**src/rtl/fp_comp_arbiter.sv**
```systemverilog
// Round-robin arbiter sharing one floating-point comparator among N_REQ requesters.
// An in-order tag FIFO routes each comparator result back to the requester that issued it.
module fp_comp_arbiter #(
    parameter int N_REQ     = 4,
    parameter int TAG_DEPTH = 8
) (
    input  logic                  clk,
    input  logic                  rst,
    input  logic [N_REQ-1:0]      req_valid,
    input  logic [N_REQ*32-1:0]   req_dataa,
    input  logic [N_REQ*32-1:0]   req_datab,
    output logic [N_REQ-1:0]      req_ready,
    output logic [N_REQ-1:0]      rsp_valid,
    output logic                  rsp_agb,
    input  logic [N_REQ-1:0]      rsp_ready,
    output logic                  cmp_snk_valid,
    output logic [31:0]           cmp_snk_dataa,
    output logic [31:0]           cmp_snk_datab,
    input  logic                  cmp_snk_ready,
    input  logic                  cmp_src_valid,
    input  logic                  cmp_src_agb,
    output logic                  cmp_src_ready
);

    localparam int IDX_W = $clog2(N_REQ);
    localparam int PTR_W = $clog2(TAG_DEPTH);
    localparam logic [IDX_W-1:0] LAST_RST = IDX_W'(N_REQ - 1);
    localparam logic [IDX_W:0]   N_REQ_W  = (IDX_W + 1)'(N_REQ);
    localparam logic [PTR_W:0]   FULL_CNT = (PTR_W + 1)'(TAG_DEPTH);
    localparam logic [PTR_W:0]   CNT_ONE  = (PTR_W + 1)'(1);
    localparam logic [PTR_W-1:0] PTR_ONE  = PTR_W'(1);

    logic [IDX_W-1:0] last_grant_r;
    logic [IDX_W-1:0] tag_mem_r [TAG_DEPTH];
    logic [PTR_W-1:0] wr_ptr_r;
    logic [PTR_W-1:0] rd_ptr_r;
    logic [PTR_W:0]   count_r;

    logic [IDX_W-1:0] grant_s;
    logic             grant_found_s;
    logic [IDX_W-1:0] head_s;
    logic             empty_s;
    logic             full_s;
    logic             push_s;
    logic             pop_s;

    assign empty_s = (count_r == {(PTR_W + 1){1'b0}});
    assign full_s  = (count_r == FULL_CNT);
    assign head_s  = tag_mem_r[rd_ptr_r];

    // Round-robin search starting one past the last granted requester
    always_comb begin : grant_search
        logic [IDX_W:0] sum_s;
        logic [IDX_W-1:0] cand_s;
        grant_s       = last_grant_r;
        grant_found_s = 1'b0;
        sum_s         = '0;
        cand_s        = '0;
        for (int k = 1; k <= N_REQ; k++) begin
            sum_s = {1'b0, last_grant_r} + (IDX_W + 1)'(k);
            if (sum_s >= N_REQ_W) begin
                sum_s = sum_s - N_REQ_W;
            end else begin
                sum_s = sum_s;
            end
            cand_s = sum_s[IDX_W-1:0];
            if (!grant_found_s && req_valid[cand_s]) begin
                grant_s       = cand_s;
                grant_found_s = 1'b1;
            end else begin
                grant_found_s = grant_found_s;
            end
        end
    end

    // Issue and response routing; everything is gated off while rst is low
    always_comb begin
        req_ready     = '0;
        rsp_valid     = '0;
        rsp_agb       = cmp_src_agb;
        cmp_snk_valid = 1'b0;
        cmp_snk_dataa = 32'h0000_0000;
        cmp_snk_datab = 32'h0000_0000;
        cmp_src_ready = 1'b0;
        pop_s         = 1'b0;
        for (int i = 0; i < N_REQ; i++) begin
            if (grant_s == IDX_W'(i)) begin
                cmp_snk_dataa = req_dataa[i*32 +: 32];
                cmp_snk_datab = req_datab[i*32 +: 32];
            end else begin
                cmp_snk_dataa = cmp_snk_dataa;
            end
        end
        // A result with no outstanding tag is never routed or accepted
        if (rst && !empty_s) begin
            rsp_valid[head_s] = cmp_src_valid;
            cmp_src_ready     = rsp_ready[head_s];
            pop_s             = cmp_src_valid && rsp_ready[head_s];
        end else begin
            pop_s = 1'b0;
        end
        // A full FIFO can still accept a tag when the head pops in the same cycle
        if (rst && grant_found_s && (!full_s || pop_s)) begin
            cmp_snk_valid      = 1'b1;
            req_ready[grant_s] = cmp_snk_ready;
        end else begin
            cmp_snk_valid = 1'b0;
        end
        push_s = cmp_snk_valid && cmp_snk_ready;
    end

    // Tag FIFO and last-grant state
    always_ff @(posedge clk or negedge rst) begin
        if (!rst) begin
            last_grant_r <= LAST_RST;
            wr_ptr_r     <= '0;
            rd_ptr_r     <= '0;
            count_r      <= '0;
            for (int i = 0; i < TAG_DEPTH; i++) begin
                tag_mem_r[i] <= '0;
            end
        end else begin
            if (push_s) begin
                tag_mem_r[wr_ptr_r] <= grant_s;
                wr_ptr_r            <= wr_ptr_r + PTR_ONE;
                last_grant_r        <= grant_s;
            end
            if (pop_s) begin
                rd_ptr_r <= rd_ptr_r + PTR_ONE;
            end
            case ({push_s, pop_s})
                2'b10:   count_r <= count_r + CNT_ONE;
                2'b01:   count_r <= count_r - CNT_ONE;
                default: count_r <= count_r;
            endcase
        end
    end

endmodule

```
**config.mk**
```make
export PLATFORM = sky130hd
export DESIGN_NAME = fp_comp_arbiter
export DESIGN_NICKNAME = d
export VERILOG_FILES = /design/src/rtl/fp_comp_arbiter.sv
export SDC_FILE = /design/constraint.sdc
export NUM_CORES = 1
export LEC_CHECK = 0
export BUFFER_PORTS_ARGS = -buffer_cell sky130_fd_sc_hd__buf_2
export CAP_MARGIN = 20
export CELL_PAD_IN_SITES_DETAIL_PLACEMENT = 1
export CELL_PAD_IN_SITES_GLOBAL_PLACEMENT = 2
export CORE_MARGIN = 3
export CORE_UTILIZATION = 18
export CTS_BUF_LIST = sky130_fd_sc_hd__clkbuf_4 sky130_fd_sc_hd__clkbuf_8 sky130_fd_sc_hd__clkbuf_16
export CTS_CLUSTER_SIZE = 30
export DETAILED_ROUTE_END_ITERATION = 12
export PLACE_DENSITY = 0.89
export SLEW_MARGIN = 25
export SYNTH_ARGS = -nofsm -noshare
export SYNTH_HDL_FRONTEND = slang
export SYNTH_SLANG_ARGS = --single-unit
```
**constraint.sdc**
```tcl
create_clock -name clk -period 10.2 [get_ports clk]
set_clock_uncertainty 0.15 [all_clocks]
set_input_delay 2.04 -clock clk [delete_from_list [all_inputs] [get_ports clk]]
set_output_delay 2.04 -clock clk [all_outputs]
set_load 0.1 [all_outputs]
```
==> results.txt <==
----------------------------------------------------
[Status]
  Run status ... completed

[CTS]
  Root Buffer ... sky130_fd_sc_hd__clkbuf_16
  CTS HTree Levels ... 1
  Maximum buffer depth of the clock tree ... 2
  CTS clock-pin slew for the worst setup and hold paths ... 0.07 ns
  Hold Buf Count CTS ... 0
  Cts bufs inserted ... 3
  Clock net sink count ... 28
  Clock insertion delay at the later pin of the skew report ... 0.26 ns
  Post-CTS setup buffers ... 0
  Gates resized, CTS repair ... 0
  TritonCTS clock tree ... built

[Synthesis]
  Synthesized-area fraction occupied by xor and xnor cells ... 0.0173
  Flops & latches, synth ... 28
  Post-synthesis compound-gate area fraction ... 0.329
  Warnings from Yosys ... 0
  Fraction of the mapped netlist area in simple logic gates ... 0.318
  Primary FF master, synth ... sky130_fd_sc_hd__dfrtp_1
  Sequential fraction of the synthesis area ... 0.198
  Share of synthesized cell area in full adder, half adder and majority cells ... 0.0233
  Number of distinct standard cells referenced by the synthesized netlist ... 47
  Synthesized instance count ... 523
  Share of flip-flops with an asynchronous set or reset after synthesis ... 1.00
  Post-synth EDFFs ... 0
  Post-synthesis average cell area ... 6.79 sq um
  Main combinational cell family by area after synthesis ... compound AO/OA/AOI/OAI gates
  Mux contribution to synthesized area ... 0.0514
  Net count of the mapped netlist ... 798
  Total standard cell area after synthesis ... 0.00355 sq mm

[Route]
  Via-per-instance ratio ... 4.66
  Detailed-route wire length per cell ... 16.6 um
  Wirelength, routed ... 18000 um
  Via count ... 5039
  DR iter-0 viols ... 195
  Remaining number of nets flagged by the antenna check after routing ... 0
  DRC errors left ... 0
  TritonRoute pass-1 iters ... 6

[Finish]
  Area taken by multi-input logic gates ... 0.00266 sq mm
  Layout fillers ... 2487
  Most common library cell in the layout ignoring fill and taps ... sky130_fd_sc_hd__buf_2
  Final net count ... 1098
  Total area of sequential cells ... 703 sq um
  ANT cells ... 0
  Proportion of layout cells with a drive suffix above 1 ... 0.450
  Layout area overhead ... 56.0%
  Most frequent cells in the layout ... 341 x sky130_fd_sc_hd__buf_2, 139 x sky130_fd_sc_hd__nand2_1, 66 x sky130_fd_sc_hd__and2_1

[STA]
  Worst-Margin Slew ... 0.862 ns
  Total negative slack ... 0 ns
  Final Cycle Share ... 0.695
  Number of pins exceeding their max-slew limit in the final report ... 0
  Setup repair after global routing missed its margin ... false
  Final critical-path required period ... 7.09 ns
  Hold violation total from the final report ... 0
  Setup violations, final ... 0
  Slew HR ... 0.418
  Max Freq ... 141 MHz
  Worst setup margin ... 3.11 ns

[Critical path]
  Reg-to-reg slack, setup ... 5.75 ns
  Gate family responsible for the most delay along the worst path ... compound AO/OA/AOI/OAI gates
  Slowest stage delay, CP ... 0.64 ns
  Maximum fanout count along the critical path ... 69
  Standard cell with the maximum stage delay on the critical path ... sky130_fd_sc_hd__o21a_4
  Startpoint types ... primary input
  Arr. time, crit path ... 4.90 ns
  Type of the worst setup path ... primary input to output port
  Most used cell, CP ... sky130_fd_sc_hd__buf_2
  CP Cell Sequence ... buf_2 -> nor2b_1 -> o21ai_0 -> o21a_4 -> buf_4 -> and2_1 -> a211oi_1 -> a31oi_1 -> buf_2
  Endpoint class of the critical path ... output port
  Required time of the worst setup path ... 8.01 ns
  Count of buffer and inverter cells on the critical path ... 3

[Placed design]
  Count of buffers from port buffering ... 341
  Half-perimeter wire length after placement ... 14500 um
  Routability cong. ... 0.859
  Setup slack at placement ... 3.02 ns

[Floorplan]
  Number of core rows ... 50
  Core Region ... 0.0190 sq mm
  Top-level I/O count ... 344
  Die area ... 0.0214 sq mm
  Effective utilization at floorplan ... 0.187
  Horizontal die dimension ... 146 um
  Vertical extent of the die ... 146 um

[Min path]
  Tightest Hold Check Type ... register to register

[Global route]
  Antenna violations before repair ... 0
  Maximum number of pins on one net before global-route repair ... 75
  Vias in the first global route ... 5227
  Total routing resource utilization after global routing ... 0.155
  Grt total ovfl ... 0
  Wire length of the first global-routing pass ... 27700 um

[Run]
  Number of max-capacitance violations reported ... 0

----------------------------------------------------
[per-layer routing]
layer,global-route usage,part of all wire,up-vias
met3,0.0329,0.078,18
met4,0.0268,0.016,0
met2,0.288,0.51,230
met1,0.186,0.40,2314
met5,0,0,-
li1,-,-,2477
[through the flow]
step / util / hold WS (ns) / cell area, sq um / instances
floorplan: - / 0.305 / 3550 / 523
global placement: 0.287 / 0.320 / 5460 / 1078
detailed placement: 0.287 / 0.337 / 5460 / 1078
CTS: 0.291 / 0.350 / 5540 / 1082
global route: 0.291 / 0.375 / 5540 / 1082
finish: 0.291 / 0.347 / 5540 / 1082
[final cells by class]
class                      instances  share of cell area
timing repair buffer             346               0.315
tap                              260              0.0587
inverter                           6             0.00407
multi-input combinational        438               0.481
sequential                        28               0.127
clock buffer                       4              0.0149
[worst register-to-register path: cells and delay by family (launching register included)]
kind | cells | cell delay [ns]
AND/OR/NAND/NOR | 2 | 0.31
multiplexers | 3 | 1.38
XOR/XNOR | 2 | 0.28
flip-flops | 1 | 0.59
adder cells (fa/ha/maj) | 2 | 0.48
AO/OA/AOI/OAI | 3 | 0.80
buffers and inverters | 2 | 0.34
[path summary, 6_finish.rpt]
check / cells after the start / to / from
setup reg to reg: 14 / count_r[3] / rd_ptr_r[0]
setup / recovery: 9 / cmp_snk_dataa[12] / req_valid[3]
min in group asynchronous: 1 / rd_ptr_r[1] / rst
hold reg to reg: 1 / tag_mem_r[2] / tag_mem_r[2]
hold / removal: 1 / tag_mem_r[2] / tag_mem_r[2]
max in group asynchronous: 1 / wr_ptr_r[1] / rst
[state kept, by name, summed over array words and instances, names as in the netlist]
| register | count |
|---|---|
| wr_ptr_r | 3 |
| rd_ptr_r | 3 |
| count_r | 4 |
| last_grant_r | 2 |
| tag_mem_r | 16 |
[cell families (layout without fill, tap and decap cells)]
kind of cell | count (synthesis) | count (layout)
DFF | 28 | 28
buffers and inverters | 57 | 356
adders and majority gates | 6 | 6
xor gates and xnor gates | 7 | 7
and+or+nand+nor | 242 | 242
AOI/OAI and AO/OA | 171 | 171
muxes | 12 | 12
[cells in the mapped netlist, types with 2 or more instances]
cell	count	area, sq um
sky130_fd_sc_hd__nand2_1	139	522
sky130_fd_sc_hd__and2_1	66	413
sky130_fd_sc_hd__a211oi_1	64	480
sky130_fd_sc_hd__a31oi_1	64	400
sky130_fd_sc_hd__clkbuf_1	45	169
sky130_fd_sc_hd__dfrtp_1	26	651
sky130_fd_sc_hd__nor2_1	15	56.3
sky130_fd_sc_hd__o21ai_0	13	65.1
sky130_fd_sc_hd__a21oi_1	9	45.0
sky130_fd_sc_hd__ha_1	5	62.6
sky130_fd_sc_hd__mux2_2	5	56.3
sky130_fd_sc_hd__nor3_1	5	25.0
sky130_fd_sc_hd__o22a_1	5	43.8
sky130_fd_sc_hd__a22o_1	4	35.0
sky130_fd_sc_hd__inv_1	4	15.0
sky130_fd_sc_hd__mux4_2	4	90.1
sky130_fd_sc_hd__nand2b_1	4	25.0
sky130_fd_sc_hd__xnor2_1	4	35.0
sky130_fd_sc_hd__and3_1	3	18.8
sky130_fd_sc_hd__buf_2	3	15.0
sky130_fd_sc_hd__xor2_1	3	26.3
sky130_fd_sc_hd__a21o_1	2	15.0
sky130_fd_sc_hd__buf_1	2	7.51
sky130_fd_sc_hd__dfstp_2	2	52.6
sky130_fd_sc_hd__inv_2	2	7.51
sky130_fd_sc_hd__nand4b_1	2	17.5
sky130_fd_sc_hd__nor2b_1	2	12.5
sky130_fd_sc_hd__o211a_1	2	20.0
Power is not shown: default switching activity piles up to over one toggle a cycle in this logic, so the estimate is an artifact.
